--- config.mk ---
export PLATFORM = sky130hd
export DESIGN_NAME = rf_write_arbiter_flat
export DESIGN_NICKNAME = d
export VERILOG_FILES = /design/src/rtl/rf_write_arbiter_if.sv /design/src/rtl/rf_write_arbiter.sv /design/src/flat_wrapper.sv
export SDC_FILE = /design/constraint.sdc
export NUM_CORES = 1
export LEC_CHECK = 0
export ABC_AREA = 1
export ABC_CLOCK_PERIOD_IN_PS = 3700
export CAP_MARGIN = 20
export CORE_MARGIN = 2
export CORE_UTILIZATION = 42
export DETAILED_ROUTE_END_ITERATION = 16
export GPL_TIMING_DRIVEN = 0
export PLACE_DENSITY = 0.87
export SYNTH_ARGS = -nofsm -noshare
export SYNTH_HDL_FRONTEND = slang
export SYNTH_SLANG_ARGS = --single-unit
--- constraint.sdc ---
create_clock -name clk -period 3.7 [get_ports clk]
set_input_delay 0.555 -clock clk [delete_from_list [all_inputs] [get_ports clk]]
set_output_delay 0.555 -clock clk [all_outputs]
set_load 0.05 [all_outputs]
--- src/rtl/rf_write_arbiter_if.sv ---
// Write-port bus between the two requesters (writeback, multi-cycle unit) and the
// register-file write arbiter, including the arbiter's registered regfile write outputs.
interface rf_write_arbiter_if #(
    parameter int AW = 5,
    parameter int DW = 32
);
    logic          a_valid;
    logic [AW-1:0] a_addr;
    logic [DW-1:0] a_data;
    logic          a_ready;
    logic          a_stall;

    logic          b_valid;
    logic [AW-1:0] b_addr;
    logic [DW-1:0] b_data;
    logic          b_ready;

    logic          rf_we;
    logic [AW-1:0] rf_wa;
    logic [DW-1:0] rf_wd;

    modport master (
        output a_valid, a_addr, a_data,
        output b_valid, b_addr, b_data,
        input  a_ready, a_stall, b_ready,
        input  rf_we, rf_wa, rf_wd
    );

    modport slave (
        input  a_valid, a_addr, a_data,
        input  b_valid, b_addr, b_data,
        output a_ready, a_stall, b_ready,
        output rf_we, rf_wa, rf_wd
    );
endinterface

--- src/rtl/rf_write_arbiter.sv ---
// Shares the regfile write port between writeback (A, fixed priority) and the multi-cycle
// unit (B, starvation-forced grant). Optional statistics counters under RF_WR_STATS_EN.
module rf_write_arbiter #(
    parameter int AW           = 5,
    parameter int DW           = 32,
    parameter int STARVE_LIMIT = 4,
    parameter int CNT_W        = 16
) (
    input  logic               clk,
    input  logic               reset_n,
    rf_write_arbiter_if.slave  bus
`ifdef RF_WR_STATS_EN
    ,
    output logic [CNT_W-1:0]   stat_a_grants,
    output logic [CNT_W-1:0]   stat_b_grants,
    output logic [CNT_W-1:0]   stat_stall_cycles
`endif
);

    localparam logic [3:0] LIMIT = 4'(STARVE_LIMIT);

    logic [3:0]    wait_cnt;
    logic          force_b;
    logic          a_acc;
    logic          b_acc;
    logic [AW-1:0] grant_addr;
    logic [DW-1:0] grant_data;

    // Arbitration is purely a function of current requests and registered starvation state.
    assign force_b     = (wait_cnt == LIMIT);
    assign bus.a_ready = reset_n & ~force_b;
    assign bus.b_ready = reset_n & (force_b | ~bus.a_valid);
    assign bus.a_stall = bus.a_valid & ~bus.a_ready;

    assign a_acc = bus.a_valid & bus.a_ready;
    assign b_acc = bus.b_valid & bus.b_ready;

    always_comb begin
        grant_addr = bus.b_addr;
        grant_data = bus.b_data;
        if (a_acc) begin
            grant_addr = bus.a_addr;
            grant_data = bus.a_data;
        end
    end

    always_ff @(posedge clk) begin
        if (!reset_n) begin
            wait_cnt <= '0;
        end else if (!bus.b_valid || b_acc) begin
            wait_cnt <= '0;
        end else if (wait_cnt != LIMIT) begin
            wait_cnt <= wait_cnt + 4'd1;
        end
    end

    // Output stage: granted write is presented one cycle after acceptance; r0 writes are dropped.
    always_ff @(posedge clk) begin
        if (!reset_n) begin
            bus.rf_we <= 1'b0;
            bus.rf_wa <= '0;
            bus.rf_wd <= '0;
        end else if (a_acc || b_acc) begin
            bus.rf_we <= (grant_addr != '0);
            bus.rf_wa <= grant_addr;
            bus.rf_wd <= grant_data;
        end else begin
            bus.rf_we <= 1'b0;
        end
    end

`ifdef RF_WR_STATS_EN
    function automatic logic [CNT_W-1:0] sat_inc(input logic [CNT_W-1:0] v, input logic en);
        return (en && (v != '1)) ? v + CNT_W'(1) : v;
    endfunction

    always_ff @(posedge clk) begin
        if (!reset_n) begin
            stat_a_grants     <= '0;
            stat_b_grants     <= '0;
            stat_stall_cycles <= '0;
        end else begin
            stat_a_grants     <= sat_inc(stat_a_grants, a_acc);
            stat_b_grants     <= sat_inc(stat_b_grants, b_acc);
            stat_stall_cycles <= sat_inc(stat_stall_cycles, bus.a_stall);
        end
    end
`endif

endmodule

--- src/flat_wrapper.sv ---
// flat-port wrapper written by rule: the top's interface ports become plain ports
module rf_write_arbiter_flat 
#(
    parameter int AW           = 5,
    parameter int DW           = 32,
    parameter int STARVE_LIMIT = 4,
    parameter int CNT_W        = 16
)
  (clk, reset_n, bus_a_valid, bus_a_addr, bus_a_data, bus_b_valid, bus_b_addr, bus_b_data, bus_a_ready, bus_a_stall, bus_b_ready, bus_rf_we, bus_rf_wa, bus_rf_wd);
  rf_write_arbiter_if #(.AW(AW), .DW(DW)) bus_i ();
  input  logic clk;
  input  logic reset_n;
  input wire logic [$bits(bus_i.a_valid)-1:0] bus_a_valid;
  input wire logic [$bits(bus_i.a_addr)-1:0] bus_a_addr;
  input wire logic [$bits(bus_i.a_data)-1:0] bus_a_data;
  input wire logic [$bits(bus_i.b_valid)-1:0] bus_b_valid;
  input wire logic [$bits(bus_i.b_addr)-1:0] bus_b_addr;
  input wire logic [$bits(bus_i.b_data)-1:0] bus_b_data;
  output wire logic [$bits(bus_i.a_ready)-1:0] bus_a_ready;
  output wire logic [$bits(bus_i.a_stall)-1:0] bus_a_stall;
  output wire logic [$bits(bus_i.b_ready)-1:0] bus_b_ready;
  output wire logic [$bits(bus_i.rf_we)-1:0] bus_rf_we;
  output wire logic [$bits(bus_i.rf_wa)-1:0] bus_rf_wa;
  output wire logic [$bits(bus_i.rf_wd)-1:0] bus_rf_wd;
  assign bus_i.a_valid = bus_a_valid;
  assign bus_i.a_addr = bus_a_addr;
  assign bus_i.a_data = bus_a_data;
  assign bus_i.b_valid = bus_b_valid;
  assign bus_i.b_addr = bus_b_addr;
  assign bus_i.b_data = bus_b_data;
  assign bus_a_ready = bus_i.a_ready;
  assign bus_a_stall = bus_i.a_stall;
  assign bus_b_ready = bus_i.b_ready;
  assign bus_rf_we = bus_i.rf_we;
  assign bus_rf_wa = bus_i.rf_wa;
  assign bus_rf_wd = bus_i.rf_wd;
  rf_write_arbiter #(.AW(AW), .DW(DW), .STARVE_LIMIT(STARVE_LIMIT), .CNT_W(CNT_W)) u_core (.clk(clk), .reset_n(reset_n), .bus(bus_i));
endmodule
==> impl_metrics.tcl, run 1 <==
set metrics [dict create \
    cts.reportedPaths.clkPinSlew_ps 80 \
    design_power_total_mw 1.23 \
    ir_worst_vdd_mv 0.224 \
    r2r_slack_ps 1960 \
    run_status "completed" \
    first_pass_grt_wire_length_um 9320 \
    tritoncts "done" \
    synth.net_count 403 \
    synthesis.area_per_instance_um2 6.59 \
    yosysWarnings 0 \
    slowest_delay_ps 840 \
    drtPass1Iterations 4 \
    globalRoute.totalOverflow 0 \
    layout-area-overhead-vs-synth_pct 64.7 \
    num_antenna_cells 0 \
    totalNegativeSetupSlack_ps 0 \
    final_period_minus_worst_setup_slack_ps 3060 \
    antenna_left 0 \
    cts-htree-levels 2 \
    cts_resized 0 \
    die_area_um2 5650 \
    setup.worst_path.end_class "output pin" \
    placedInstanceArea_um2 3390 \
    postLayoutSetupSlackWorst_ps 636 \
    crit_start "reset_n" \
    grt_setup_unrepaired "no" \
    crit_top_cell "sky130_fd_sc_hd__clkdlybuf4s50_1" \
    crit_path_top_delay_cell "sky130_fd_sc_hd__clkdlybuf4s50_1" \
    totalWireLength_um 6270 \
    initial_core_util_pct 44.2 \
    setup.worst_path.start_class "input pin" \
    antenna_found_initial 0 \
    holdCritStartpoint "u_core.bus.rf_wd[25]" \
    clock_latency_ps 290 \
    power-per-cell-area_nw_per_um2 350 \
    place.gp.congestion 0.773 \
    floorplan.die.width_um 75.2 \
    ctsHoldBuffers 0 \
    first_global_vias 2120 \
    worst_slew_margin_rel_pct 64.3 \
    cts.repair_timing.setup_buffer_count 0 \
    p_sw_share_pct 30.1 \
    core_area_um2 4820 \
    placement_rows 25 \
    final_util_pct 72.8 \
    crit_family "buffers and inverters" \
    post_synth_num_cell_types 21 \
    share_seq_of_total_power_pct 40.1 \
    synthesis.area_um2 2130 \
    gr-usage-all-layers_pct 21.3 \
    grt_max_degree 13 \
    worstPathRequired_ps 3140 \
    finalNetCount 528 \
    worst_r2r_start "u_core.wait_cnt[0]" \
    finalCritPeriodShare_pct 82.8 \
    cts.path.max_buffers 2 \
    post_synthesis_instance_total 323 \
    routed_wire_length_per_instance_um 12.2 \
    timing.critical_path.cells "clkdlybuf4s50_1 > buf_2 > inv_1 > nor2_1 > clkdlybuf4s50_1" \
    leakage_nw 1.56 \
    critical_path_arrival_ps 2510 \
    fraction_of_final_layout_cells_with_drive_strength_greater_than_1_pct 8.93 \
    detailroute.via_count 2390 \
    pin_count 119 \
    portBuffers 118 \
    max_freq_mhz 326 \
    remaining_drc_errors 0 \
    internal_cell_power_uw 858 \
    multi_input_logic_area_um2 1080 \
    post-route-cell-area_um2 3510 \
    yosys_register_bits 42 \
    power_frac_clock_pct 30.0 \
    viasPerCell 4.64 \
    drv.max_cap_violation_count 0 \
    root_cell_of_the_clock_tree "sky130_fd_sc_hd__clkbuf_8" \
    cts_inserted_buffers 5 \
    critical_path_class "in -> out" \
    share_comb_of_total_power_pct 29.9 \
    power_switching_uw 369 \
    register_area_um2 841 \
    hold_path.class "reg -> reg" \
    pre_cts_slack_ps 623 \
    seq_area_frac_synth_pct 39.5 \
    tightest_slew_ps 534 \
    clock_skew_ps 4.65 \
    drt_iter0_drc 76 \
    finalHoldViolations 0 \
    critPathBufInv 4 \
    final-max-slew-violation-count 0 \
    clock_sink_count 42 \
    chipHeight_um 75.2 \
    detailed_place_hpwl_um 4780 \
    critical_path_peak_fanout 10 \
    report.final.setup_viol 0 \
    filler_cell_count 435 \
]
-- cells by family (layout without fill, tap and decap cells) --
logic type | count (synthesis) | count (layout) | synth area share (%)
AOI/OAI and AO/OA | 48 | 48 | 13.6
and+or+nand+nor | 190 | 190 | 35.7
adders and majority gates | 2 | 2 | 1.18
DFF | 42 | 42 | 39.5
buffers and inverters | 40 | 165 | 9.52
xor gates and xnor gates | 1 | 1 | 0.412
-- worst reg2reg max path, cell delays in order (launching register included) --
cell and delay, ps:
sky130_fd_sc_hd__dfxtp_1 390, sky130_fd_sc_hd__inv_1 80, sky130_fd_sc_hd__ha_1 240, sky130_fd_sc_hd__nand3_4 160
sky130_fd_sc_hd__nand3_4 110, sky130_fd_sc_hd__buf_6 160, sky130_fd_sc_hd__o21ai_0 250, sky130_fd_sc_hd__nand2_1 90
sky130_fd_sc_hd__nor2_1 120, sky130_fd_sc_hd__nor2_1 40
-- power groups by stage --
stage	combinational, mW	clock (mW)	sequential, mW
2_1_floorplan	0.113	0	0.593
3_3_place_gp	0.362	0	0.501
3_5_place_dp	0.368	0	0.502
4_1_cts	0.370	0.373	0.492
5_1_grt	0.393	0.391	0.495
6_report	0.368	0.368	0.492
-- through the flow --
stage               cells  hold slack (ps)
floorplan             323              460
CTS                   515              467
global route          515              482
global placement      508              450
detailed placement    508              454
finish                515              465
-- cell type report --
type / instances / area share [%]
buffer: 18 / 3.43
clock buffer: 6 / 2.36
sequential: 42 / 24.0
tap: 67 / 2.39
inverter: 22 / 2.36
timing repair buffer: 118 / 33.7
clock inverter: 1 / 0.857
multi-input combinational: 241 / 30.9
-- cell usage after synthesis --
library cell | n | area [um^2]
sky130_fd_sc_hd__buf_6 | 2 | 22.5
sky130_fd_sc_hd__clkbuf_1 | 2 | 7.51
sky130_fd_sc_hd__a21o_1 | 2 | 15.0
sky130_fd_sc_hd__nand2_4 | 1 | 11.3
sky130_fd_sc_hd__o211ai_1 | 3 | 22.5
sky130_fd_sc_hd__ha_1 | 2 | 25.0
sky130_fd_sc_hd__o21ai_0 | 8 | 40.0
sky130_fd_sc_hd__dfxtp_1 | 42 | 841
sky130_fd_sc_hd__buf_4 | 8 | 60.1
sky130_fd_sc_hd__nor2_1 | 7 | 26.3
sky130_fd_sc_hd__xnor2_1 | 1 | 8.76
sky130_fd_sc_hd__nand4_1 | 3 | 18.8
sky130_fd_sc_hd__inv_2 | 3 | 11.3
sky130_fd_sc_hd__a21oi_1 | 25 | 125
sky130_fd_sc_hd__inv_1 | 19 | 71.3
sky130_fd_sc_hd__a21oi_2 | 10 | 87.6
sky130_fd_sc_hd__buf_2 | 6 | 30.0
sky130_fd_sc_hd__nand3_4 | 2 | 35.0
sky130_fd_sc_hd__nand3_1 | 2 | 10.0
sky130_fd_sc_hd__nand2_2 | 1 | 6.26
sky130_fd_sc_hd__nand2_1 | 174 | 653
-- worst paths after layout --
| kind | cells after the start | end |
|---|---|---|
| worst max-delay path | 5 | bus_a_ready |
| worst min-delay path | 2 | u_core.bus.rf_wd[25] |
| worst max register to register | 9 | u_core.bus.rf_we |
| worst min register to register | 2 | u_core.bus.rf_wd[25] |
-- cell usage in the layout, fill, tap and decap left out, types with 3 or more instances in the layout --
cell type                           n
sky130_fd_sc_hd__nand2_1          174
sky130_fd_sc_hd__clkdlybuf4s50_1  118
sky130_fd_sc_hd__dfxtp_1           42
sky130_fd_sc_hd__a21oi_1           25
sky130_fd_sc_hd__inv_1             19
sky130_fd_sc_hd__a21oi_2           10
sky130_fd_sc_hd__o21ai_0            8
sky130_fd_sc_hd__buf_4              8
sky130_fd_sc_hd__nor2_1             7
sky130_fd_sc_hd__buf_2              6
sky130_fd_sc_hd__clkbuf_8           6
sky130_fd_sc_hd__inv_2              3
sky130_fd_sc_hd__nand4_1            3
sky130_fd_sc_hd__o211ai_1           3
-- state kept, by name, indices dropped and copies added, names as in the netlist --
signal	count
u_core.wait_cnt	4
u_core.bus.rf_we	1
u_core.bus.rf_wd	32
u_core.bus.rf_wa	5
-- layer usage --
layer	up-vias	part of all wire, %	GRT usage (%)
met1	1056	41	25.5
met5	-	0	0
met4	0	0.88	5.65
met3	6	8.5	5.09
met2	85	49	38.3
li1	1243	-	-
Note: power is estimated with default switching activity, not from simulation.
==> inputs of run 2 (changes only) <==
- ABC_CLOCK_PERIOD_IN_PS: 3700 -> 2600
- CORE_UTILIZATION: 42 -> 35
- PLACE_DENSITY: 0.87 -> 0.77
- clock period: 3.7 -> 2.6 ns (I/O delays scaled with it)
==> impl_metrics.tcl, run 2 (synthesized netlist as in run 1, its figures left out) <==
set metrics [dict create \
    run_status "completed" \
    mostFrequentLayoutCells "174 x sky130_fd_sc_hd__nand2_1, 115 x sky130_fd_sc_hd__clkdlybuf4s50_1, 42 x sky130_fd_sc_hd__dfxtp_1" \
    report.final.setup_viol 0 \
    remaining_drc_errors 0 \
    grt.met1_usage_pct 22.7 \
    clock_latency_ps 280 \
    top_usage_layer "met2" \
    critical_path_class "in -> out" \
    antenna_found_initial 0 \
    initial_core_util_pct 36.2 \
    filler_cell_count 578 \
    clock_sink_count 42 \
    tightest_slew_ps 525 \
    drtPass1Iterations 4 \
    final_period_minus_worst_setup_slack_ps 2450 \
    clock_skew_ps 5.43 \
    power-per-cell-area_nw_per_um2 483 \
    cts.path.max_buffers 2 \
    setup.worst_path.start_class "input pin" \
    ctsHoldBuffers 0 \
    root_cell_of_the_clock_tree "sky130_fd_sc_hd__clkbuf_8" \
    placedInstanceArea_um2 3400 \
    viasPerCell 4.50 \
    max_freq_mhz 408 \
    grt_setup_unrepaired "no" \
    globalRoute.totalOverflow 0 \
    tritoncts "done" \
    worstPathRequired_ps 2210 \
    layout-area-overhead-vs-synth_pct 64.9 \
    first_global_vias 2147 \
    slowest_delay_ps 560 \
    placed_cells 516 \
    grt_use_met3_pct 4.73 \
    fraction_of_final_layout_cells_with_drive_strength_greater_than_1_pct 9.13 \
    drv.max_cap_violation_count 0 \
    critical_path_peak_fanout 10 \
    grt_max_degree 13 \
    pin_count 119 \
    die_area_um2 6720 \
    core_area_um2 5890 \
    cts-htree-levels 2 \
    portBuffers 118 \
    drt_iter0_drc 67 \
    setup.worst_path.end_class "output pin" \
    cts.reportedPaths.clkPinSlew_ps 80 \
    cts_inserted_buffers 5 \
    hold_path.class "reg -> reg" \
    fin_cells 524 \
    largest_registers "u_core.bus.rf_wd: 32 flops, u_core.bus.rf_wa: 5 flops, u_core.wait_cnt: 4 flops" \
    chipHeight_um 82.0 \
    first_pass_grt_wire_length_um 9550 \
    finalCritPeriodShare_pct 94.4 \
    finalNetCount 528 \
    layout_commonest_cell "sky130_fd_sc_hd__nand2_1" \
    num_antenna_cells 0 \
    gr-usage-all-layers_pct 18.1 \
    global_route.usage.met2_pct 30.3 \
    post-route-cell-area_um2 3510 \
    placement_rows 28 \
    critical_path_arrival_ps 2060 \
    largest_register_ff_count 32 \
    totalWireLength_um 6050 \
    detailed_place_hpwl_um 4690 \
    leakage_nw 1.57 \
    worst_slew_margin_rel_pct 64.9 \
    final-max-slew-violation-count 0 \
    routed_wire_length_per_instance_um 11.5 \
    timing.critical_path.cells "clkdlybuf4s50_1 > buf_2 > inv_1 > a21oi_1 > dlygate4sd2_1" \
    crit_path_top_delay_cell "sky130_fd_sc_hd__dlygate4sd2_1" \
    place.gp.congestion 0.792 \
    ir_worst_vdd_mv 0.280 \
    floorplan.die.width_um 82.0 \
    finalHoldViolations 0 \
    antenna_left 0 \
    regMostFlops "u_core.bus.rf_wd" \
    detailroute.via_count 2356 \
]
run 2: power by group:
group	internal (mW)	switching [mW]
registers	0.681	0.0180
logic	0.231	0.288
clock network	0.268	0.209
run 2: worst max-delay path: cells and delay by family:
family | cells | cell delay, ps
buf+inv | 4 | 1470
compound gates | 1 | 200
run 2: through the flow:
stage	total power, mW	hold WS (ps)	TNS, ps	setup slack (ps)	util (%)
floorplan	1.01	460	0	239	-
global placement	1.23	450	-263	-123	57.8
detailed placement	1.24	455	-396	-149	57.8
CTS	1.72	467	0	131	59.6
global route	1.79	493	0	84.5	59.6
finish	1.69	462	0	146	59.6
run 2: worst paths after layout:
kind	cells past startpoint	endpoint	from	slack, ps
max	5	bus_b_ready	reset_n	150
min	2	u_core.bus.rf_wd[28]	u_core.bus.rf_wd[28]	460
max reg2reg	9	u_core.bus.rf_we	u_core.wait_cnt[0]	880
min reg2reg	2	u_core.bus.rf_wd[28]	u_core.bus.rf_wd[28]	460
run 2: final cells by class:
cell class                 instances  area, um^2  share of cell area (%)
timing repair buffer             118        1180                    33.5
multi-input combinational        241        1080                    30.9
sequential                        42         841                    24.0
buffer                            18         120                    3.42
clock buffer                       8         110                    3.14
tap                               75        93.8                    2.67
inverter                          22        82.6                    2.35
run 2: routing by layer:
| metal | vias to the layer above | wire length [um] |
|---|---|---|
| li1 | 1246 | - |
| met1 | 1029 | 2710 |
| met2 | 75 | 2850 |
| met3 | 6 | 419 |
| met4 | 0 | 59 |
| met5 | - | 0 |
run 2: what timing repair did:
action,CTS,global route
buffers inserted,0,0
resized for setup,3,0
endpoints found under the setup margin,3,0
==> inputs of run 3 (changes only) <==
- CORE_UTILIZATION: 35 -> 36
- CTS_BUF_LIST: default -> sky130_fd_sc_hd__clkbuf_2 sky130_fd_sc_hd__clkbuf_4 sky130_fd_sc_hd__clkbuf_8
- PLACE_DENSITY: 0.77 -> 0.79
==> impl_metrics.tcl, run 3 (synthesized netlist as in run 1, its figures left out) <==
set metrics [dict create \
    cts.repair_timing.setup_buffer_count 0 \
    antenna_found_initial 0 \
    cts_resized 3 \
    finalNetCount 528 \
    ctsHoldBuffers 0 \
    final_util_pct 60.9 \
    floorplan.die.width_um 80.9 \
    timing.critical_path.cells "clkdlybuf4s50_1 > buf_2 > inv_1 > a21oi_1 > dlygate4sd2_1" \
    drv.max_cap_violation_count 0 \
    post-route-cell-area_um2 3540 \
    grt_max_degree 14 \
    pin_count 119 \
    final-max-slew-violation-count 0 \
    core_area_um2 5820 \
    layout-area-overhead-vs-synth_pct 66.4 \
    setup.worst_path.end_class "output pin" \
    detailroute.via_count 2372 \
    cts.reportedPaths.clkPinSlew_ps 80 \
    placedInstanceArea_um2 3400 \
    finalCritPeriodShare_pct 93.8 \
    viasPerCell 4.53 \
    leakage_nw 1.58 \
    tightest_slew_ps 525 \
    clock_sink_count 42 \
    root_cell_of_the_clock_tree "sky130_fd_sc_hd__clkbuf_8" \
    worstPathRequired_ps 2210 \
    cts-htree-levels 2 \
    clock_skew_ps 6.10 \
    antenna_left 0 \
    largest_register_ff_count 32 \
    drt_iter0_drc 39 \
    fraction_of_final_layout_cells_with_drive_strength_greater_than_1_pct 9.13 \
    pre_cts_slack_ps -135 \
    tritoncts "done" \
    remaining_drc_errors 0 \
    die_area_um2 6540 \
    critical_path_arrival_ps 2050 \
    critical_path_class "in -> out" \
    initial_core_util_pct 36.6 \
    gr-usage-all-layers_pct 17.9 \
    postLayoutSetupSlackWorst_ps 162 \
    totalWireLength_um 5980 \
    detailed_place_hpwl_um 4590 \
    clock_latency_ps 290 \
    crit_path_top_delay_cell "sky130_fd_sc_hd__dlygate4sd2_1" \
    run_status "completed" \
    placement_rows 28 \
    cts_inserted_buffers 5 \
    critical_path_peak_fanout 10 \
    design_power_total_mw 1.85 \
    hold_path.class "reg -> reg" \
    cts.path.max_buffers 2 \
    largest_registers "u_core.bus.rf_wd: 32 flops, u_core.bus.rf_wa: 5 flops, u_core.wait_cnt: 4 flops" \
    routed_wire_length_per_instance_um 11.4 \
    first_global_vias 2159 \
    max_freq_mhz 410 \
    power-per-cell-area_nw_per_um2 523 \
    finalHoldViolations 0 \
    ir_worst_vdd_mv 0.328 \
    setup.worst_path.start_class "input pin" \
    final_period_minus_worst_setup_slack_ps 2440 \
    place.gp.congestion 0.727 \
    chipHeight_um 80.9 \
    regMostFlops "u_core.bus.rf_wd" \
    totalNegativeSetupSlack_ps 0 \
    report.final.setup_viol 0 \
    slowest_delay_ps 560 \
    mostFrequentLayoutCells "174 x sky130_fd_sc_hd__nand2_1, 115 x sky130_fd_sc_hd__clkdlybuf4s50_1, 42 x sky130_fd_sc_hd__dfxtp_1" \
    layout_commonest_cell "sky130_fd_sc_hd__nand2_1" \
    globalRoute.totalOverflow 0 \
    first_pass_grt_wire_length_um 9320 \
    grt_setup_unrepaired "no" \
    drtPass1Iterations 4 \
    num_antenna_cells 0 \
    portBuffers 118 \
    worst_slew_margin_rel_pct 64.9 \
]
-- run 3: path summary, 6_finish.rpt --
kind                                      startpoint              endpoint  slack [ps]  cells past startpoint
worst max register to register    u_core.wait_cnt[0]      u_core.bus.rf_we         890                      9
worst max-delay path                         reset_n           bus_b_ready         160                      5
worst min-delay path            u_core.bus.rf_wd[13]  u_core.bus.rf_wd[13]         460                      2
worst min register to register  u_core.bus.rf_wd[13]  u_core.bus.rf_wd[13]         460                      2
-- run 3: layout make-up --
| cell class | count | area, um^2 |
|---|---|---|
| Buffer | 18 | 120 |
| Clock buffer | 6 | 82.6 |
| Clock inverter | 2 | 60.1 |
| Fill cell | 577 | 2270 |
| Inverter | 22 | 82.6 |
| Multi-Input combinational cell | 241 | 1080 |
| Sequential cell | 42 | 841 |
| Tap cell | 75 | 93.8 |
| Timing Repair Buffer | 118 | 1180 |
-- run 3: worst max-delay path, delay by kind of cell --
| family | cells | cell delay [ps] |
|---|---|---|
| buffers and inverters | 4 | 1480 |
| AOI/OAI and AO/OA | 1 | 180 |
-- run 3: through the flow --
step                cells  hold WS, ps
global placement      516          450
floorplan             323          460
detailed placement    516          454
finish                524          463
CTS                   524          467
global route          524          481
-- run 3: where the power goes --
part / leakage, nW / switching (mW) / total, mW / internal [mW]
Clock: 0.0714 / 0.225 / 0.635 / 0.410
Sequential: 0.345 / 0.0183 / 0.700 / 0.681
Combinational: 1.16 / 0.287 / 0.518 / 0.231
-- run 3: layer usage --
layer  up-vias  global-route usage (%)  part of all wire [%]
met3         4                    5.00                   6.4
met1      1059                    19.8                    43
met4         0                    3.73                  0.43
met5         -                       0                     0
li1       1245                       -                     -
met2        64                    34.0                    50
